### src/rtl/apb_master_bridge.sv
// rtl/apb_master_bridge.sv - APB requester bridging a valid/ready command stream to APB transfers
//
// Purpose:
//   Accepts one command at a time (addr, write, wdata, wait) and runs it as an
//   APB SETUP/ACCESS transfer. PREADY wait states are honoured. An ACCESS phase
//   that stays not-ready for TIMEOUT_CYC cycles is aborted with an error
//   response. TIMEOUT_CYC=0 disables the timeout. Each completed or aborted
//   transfer returns one response (rdata, err) on a valid/ready port.
//
// Ports:
//   PCLK, PRESET          clock (rising edge) and synchronous active-low reset
//   cmd_valid/cmd_ready   command handshake; cmd_write, cmd_addr, cmd_wdata, cmd_wait
//   rsp_valid/rsp_ready   response handshake; rsp_rdata, rsp_err
//   PSEL, PENABLE, PWRITE, PADDR, PWDATA, PWAIT    APB request outputs (registered)
//   PREADY, PRDATA        APB completion inputs from the slave

module apb_master_bridge #(
    parameter int ADDR_W      = 8,
    parameter int DATA_W      = 32,
    parameter int WAIT_W      = 4,
    parameter int TIMEOUT_CYC = 16
) (
    input  logic              PCLK,
    input  logic              PRESET,

    input  logic              cmd_valid,
    output logic              cmd_ready,
    input  logic              cmd_write,
    input  logic [ADDR_W-1:0] cmd_addr,
    input  logic [DATA_W-1:0] cmd_wdata,
    input  logic [WAIT_W-1:0] cmd_wait,

    output logic              rsp_valid,
    input  logic              rsp_ready,
    output logic [DATA_W-1:0] rsp_rdata,
    output logic              rsp_err,

    output logic              PSEL,
    output logic              PENABLE,
    output logic              PWRITE,
    output logic [ADDR_W-1:0] PADDR,
    output logic [DATA_W-1:0] PWDATA,
    output logic [WAIT_W-1:0] PWAIT,
    input  logic              PREADY,
    input  logic [DATA_W-1:0] PRDATA
);

    // The counter only ever needs to reach TIMEOUT_CYC-1.
    localparam int CNT_W = (TIMEOUT_CYC > 1) ? $clog2(TIMEOUT_CYC) : 1;
    localparam bit TO_EN = (TIMEOUT_CYC != 0);
    localparam logic [CNT_W-1:0] CNT_LAST = TO_EN ? CNT_W'(TIMEOUT_CYC - 1) : '0;

    typedef enum logic [1:0] {
        ST_IDLE   = 2'd0,
        ST_SETUP  = 2'd1,
        ST_ACCESS = 2'd2
    } state_t;

    state_t            state_q;
    logic              psel_q;
    logic              penable_q;
    logic              pwrite_q;
    logic [ADDR_W-1:0] paddr_q;
    logic [DATA_W-1:0] pwdata_q;
    logic [WAIT_W-1:0] pwait_q;
    logic              rsp_valid_q;
    logic [DATA_W-1:0] rsp_rdata_q;
    logic              rsp_err_q;
    logic [CNT_W-1:0]  cnt_q;
    logic [CNT_W-1:0]  cnt_d;
    logic              timeout_hit;
    logic              cmd_fire;
    logic              rsp_fire;

    // A new command may be taken while the previous response is being consumed
    // on the same edge; otherwise the single response slot would be overwritten.
    assign cmd_ready = (state_q == ST_IDLE) && (!rsp_valid_q || rsp_ready);
    assign cmd_fire  = cmd_valid && cmd_ready;
    assign rsp_fire  = rsp_valid_q && rsp_ready;

    always_comb begin
        timeout_hit = 1'b0;
        cnt_d       = cnt_q;
        if (TO_EN) begin
            timeout_hit = (cnt_q == CNT_LAST);
            cnt_d       = cnt_q + 1'b1;
        end
    end

    always_ff @(posedge PCLK) begin
        if (!PRESET) begin
            state_q     <= ST_IDLE;
            psel_q      <= 1'b0;
            penable_q   <= 1'b0;
            pwrite_q    <= 1'b0;
            paddr_q     <= '0;
            pwdata_q    <= '0;
            pwait_q     <= '0;
            rsp_valid_q <= 1'b0;
            rsp_rdata_q <= '0;
            rsp_err_q   <= 1'b0;
            cnt_q       <= '0;
        end else begin
            if (rsp_fire) begin
                rsp_valid_q <= 1'b0;
            end

            unique case (state_q)
                ST_IDLE: begin
                    if (cmd_fire) begin
                        state_q   <= ST_SETUP;
                        psel_q    <= 1'b1;
                        penable_q <= 1'b0;
                        pwrite_q  <= cmd_write;
                        paddr_q   <= cmd_addr;
                        // Reads drive zero on PWDATA rather than stale bus data.
                        pwdata_q  <= cmd_write ? cmd_wdata : '0;
                        pwait_q   <= cmd_wait;
                        cnt_q     <= '0;
                    end
                end

                ST_SETUP: begin
                    state_q   <= ST_ACCESS;
                    penable_q <= 1'b1;
                    cnt_q     <= '0;
                end

                ST_ACCESS: begin
                    if (PREADY) begin
                        state_q     <= ST_IDLE;
                        psel_q      <= 1'b0;
                        penable_q   <= 1'b0;
                        rsp_valid_q <= 1'b1;
                        rsp_err_q   <= 1'b0;
                        rsp_rdata_q <= pwrite_q ? '0 : PRDATA;
                    end else if (timeout_hit) begin
                        // Slave never answered: release the bus and report an abort.
                        state_q     <= ST_IDLE;
                        psel_q      <= 1'b0;
                        penable_q   <= 1'b0;
                        rsp_valid_q <= 1'b1;
                        rsp_err_q   <= 1'b1;
                        rsp_rdata_q <= '0;
                    end else begin
                        cnt_q <= cnt_d;
                    end
                end

                default: begin
                    state_q   <= ST_IDLE;
                    psel_q    <= 1'b0;
                    penable_q <= 1'b0;
                end
            endcase
        end
    end

    assign PSEL      = psel_q;
    assign PENABLE   = penable_q;
    assign PWRITE    = pwrite_q;
    assign PADDR     = paddr_q;
    assign PWDATA    = pwdata_q;
    assign PWAIT     = pwait_q;
    assign rsp_valid = rsp_valid_q;
    assign rsp_rdata = rsp_rdata_q;
    assign rsp_err   = rsp_err_q;

endmodule
### config.mk
export PLATFORM = sky130hd
export DESIGN_NAME = apb_master_bridge
export DESIGN_NICKNAME = d
export VERILOG_FILES = /design/src/rtl/apb_master_bridge.sv
export SDC_FILE = /design/constraint.sdc
export NUM_CORES = 1
export LEC_CHECK = 0
export CAP_MARGIN = 20
export CORE_ASPECT_RATIO = 1.5
export CORE_MARGIN = 3
export CORE_UTILIZATION = 50
export DETAILED_ROUTE_END_ITERATION = 16
export DONT_BUFFER_PORTS = 1
export GPL_TIMING_DRIVEN = 0
export PLACE_DENSITY = 0.68
export SLEW_MARGIN = 20
export SYNTH_ARGS = -nofsm -noshare
export SYNTH_HDL_FRONTEND = slang
export SYNTH_SLANG_ARGS = --single-unit
export TNS_END_PERCENT = 1
### constraint.sdc
create_clock -name PCLK -period 1.42 [get_ports PCLK]
set_input_delay 0.142 -clock PCLK [delete_from_list [all_inputs] [get_ports PCLK]]
set_output_delay 0.142 -clock PCLK [all_outputs]
set_load 0.01 [all_outputs]
==> metrics.md <==
| Metric | Value |
|---|---|
| Clock transition at path regs | 0.09 ns |
| All-Layer GR Usage | 0.241 |
| Post-synth EDFFs | 0 |
| Clk Latency, worst-skew pair | 0.35 ns |
| Nets | 497 |
| Area fraction of the dominant cell type after synthesis | 0.547 |
| GRT busiest layer | met2 |
| CP startpoint kind | register |
| FF+latch area | 1730 um^2 |
| Antenna violations before repair | 0 |
| Iteration-0 DRC Markers | 119 |
| Post-Synthesis Cells | 324 |
| Placed instance area | 3250 um^2 |
| CTS sink count | 86 |
| Top-count cell post-synth | dfxtp_1 |
| Fraction of registers with async set/reset | 0 |
| Slack of the critical path | -0.0239 ns |
| CP arrival | 1.74 ns |
| CTS H-tree depth | 3 |
| Final worst-path cycle share | 1.02 |
| FP Rows | 34 |
| Final Max Tran Viols | 0 |
| WS Path Type | reg2reg |
| CTS Root Cell | clkbuf_8 |
| Actual slew at the worst max-slew pin | 0.491 ns |
| Max cap viols | 0 |
| Routability cong. | 0.755 |
| Area Overhead vs Synth | 37.4% |
| Fin area | 4330 um^2 |
| Peak VDD IR | 0.767 mV |
| Status | complete, but fails checks |
| Total grt overflow | 0 |
| CTS Buf Count | 9 |
| Die H | 103 um |
| Critical Path Sink Type | register |
| Most used DFF post-synth | dfxtp_1 |
| Vias in the first global route | 2766 |
| Most frequent cells after synthesis | dfxtp_1, nand2_1, nand3_1 |
| Area occupied by multi-input gates | 1340 um^2 |
| CTS tree | built |
| Synthesis-stage register bit count | 86 |
| Core Box Area | 5960 um^2 |
| Per-cell routed wire length | 17.8 um |
| Vias | 2743 |
| DIE WIDTH | 70.8 um |
| CP Data Required Time | 1.71 ns |
| Fillers | 465 |
| Clock Tree Buf Depth | 2 |
| Initial cell density of the core | 0.529 |
| Share of layout cells above drive strength 1 | 0.119 |
| Failing checks | setup timing |
| First-pass GRT wire length | 13900 um |
| Syn_nets | 407 |
| Area contributors post-synth | dfxtp_1, a22o_1, nand2_1 |
| DP Cell Count | 396 |
| Area leader, netlist | dfxtp_1 |
| Avg Cell Area, Syn | 9.72 um^2 |
| Routed WL | 8730 um |
| Layout Skew | 0.00834 ns |
| Power Density | 1110 nW/um^2 |
| TritonRoute pass-1 iters | 4 |
| Io pins | 164 |
| Vias/cell | 5.59 |
| Max Freq | 693 MHz |
| IO buf count | 0 |
| ANT nets after route | 0 |
| M2 GR Usage | 0.440 |
| Final Power | 4820 uW |
| Tmin final | 1.44 ns |
| Met1 usage | 0.254 |
| Slew margin rel. | 0.673 |
| Part of the Yosys area used for sequential elements | 0.547 |
| GR Util met3 | 0.0754 |
| Overall die area | 7300 um^2 |
| Final Non-Filler Cells | 491 |
| Hold Crit Class | in2reg |
| Cell variety after synth | 28 |
| HPWL after detailed placement | 5650 um |
| Syn Std Cell Area | 3150 um^2 |
| Lkg Pwr | 0.00162 uW |
| Ant. Diodes | 0 |
| Largest net degree at the start of global routing | 15 |
| RSZ-0062 raised after global routing | true |
| Final Hold Viols | 0 |
| CP max FO | 10 |
| Drt drc | 0 |
| Final setup viols | 7 |
| Ys Warns | 0 |
==> through the flow <==
step / TNS [ns] / hold slack [ns] / util / worst slack [ns]
floorplan: 0 / 0.267 / - / 0.00305
global placement: -6.86 / 0.270 / 0.546 / -0.192
detailed placement: -7.97 / 0.271 / 0.546 / -0.204
CTS: -0.0130 / 0.0137 / 0.715 / -0.0124
global route: -2.24 / 0.0391 / 0.726 / -0.0963
finish: -0.0836 / 0.0289 / 0.726 / -0.0239
==> final timing paths <==
kind	startpoint	to	slack [ns]	cells past startpoint
max	cnt_q[0]	rsp_rdata[10]	-0.02	6
min	PREADY	cnt_q[2]	0.03	3
max reg2reg	cnt_q[0]	rsp_rdata[10]	-0.02	6
min reg2reg	PWDATA[31]	PWDATA[31]	0.51	2
==> power by group <==
part / switching, uW / internal, uW
clock network: 865 / 783
registers: 117 / 2500
logic: 252 / 302
total: 1230 / 3580
==> kinds of logic (layout without fill, tap and decap cells) <==
logic type,Yosys count,count (layout),synth area share
fa+ha+maj,1,1,0.00397
buf+inv,26,121,0.0509
compound gates,93,93,0.229
simple gates,118,118,0.169
flops,86,86,0.547
==> per-layer routing <==
layer | part of all wire | up-vias
li1 | - | 1309
met1 | 0.36 | 1290
met2 | 0.52 | 123
met3 | 0.091 | 21
met4 | 0.026 | 0
met5 | 0 | -
==> repair_timing <==
action	4_1_cts	5_1_grt
hold endpoints to repair	79	0
pin swaps	22	15
endpoints found under the setup margin	82	72
hold buffers	77	0
setup buffers	1	2
resized for setup	10	19
==> state kept, by name (all words and copies together), names as in the netlist <==
| name | cells |
|---|---|
| rsp_rdata | 32 |
| PWRITE | 1 |
| rsp_valid | 1 |
| state_q | 1 |
| cnt_q | 4 |
| rsp_err | 1 |
| PADDR | 8 |
| PENABLE | 1 |
| PWAIT | 4 |
| PWDATA | 32 |
| PSEL | 1 |
==> worst max-delay path: stages (launching register included) <==
cell     delay (ns)
dfxtp_4        0.37
ha_4           0.17
a31oi_4        0.24
nor2_4         0.08
nor2b_4        0.20
buf_8          0.16
a22o_1         0.16
==> layout make-up <==
type / count / share of cell area
well taps: 72 / 0.0208
clock inverters: 4 / 0.00694
flip-flops and latches: 86 / 0.400
clock buffers: 12 / 0.0382
multi-input cells: 212 / 0.309
repair buffers: 80 / 0.183
plain buffers: 25 / 0.0416
==> cells in the final DEF (no fill, tap or decap), drive strengths merged <==
| master | count |
|---|---|
| a21boi | 47 |
| a21oi | 4 |
| a22o | 32 |
| a31oi | 1 |
| a41oi | 1 |
| and2 | 1 |
| and3 | 1 |
| buf | 12 |
| clkbuf | 28 |
| clkinv | 3 |
| clkinvlp | 1 |
| dfxtp | 86 |
| dlygate4sd3 | 77 |
| ha | 1 |
| nand2 | 66 |
| nand2b | 5 |
| nand3 | 35 |
| nor2 | 3 |
| nor2b | 3 |
| nor3 | 3 |
| nor3b | 1 |
| o211ai | 1 |
| o21a | 1 |
| o21ai | 4 |
| o22ai | 2 |
Note: power is estimated with default switching activity, not from simulation.
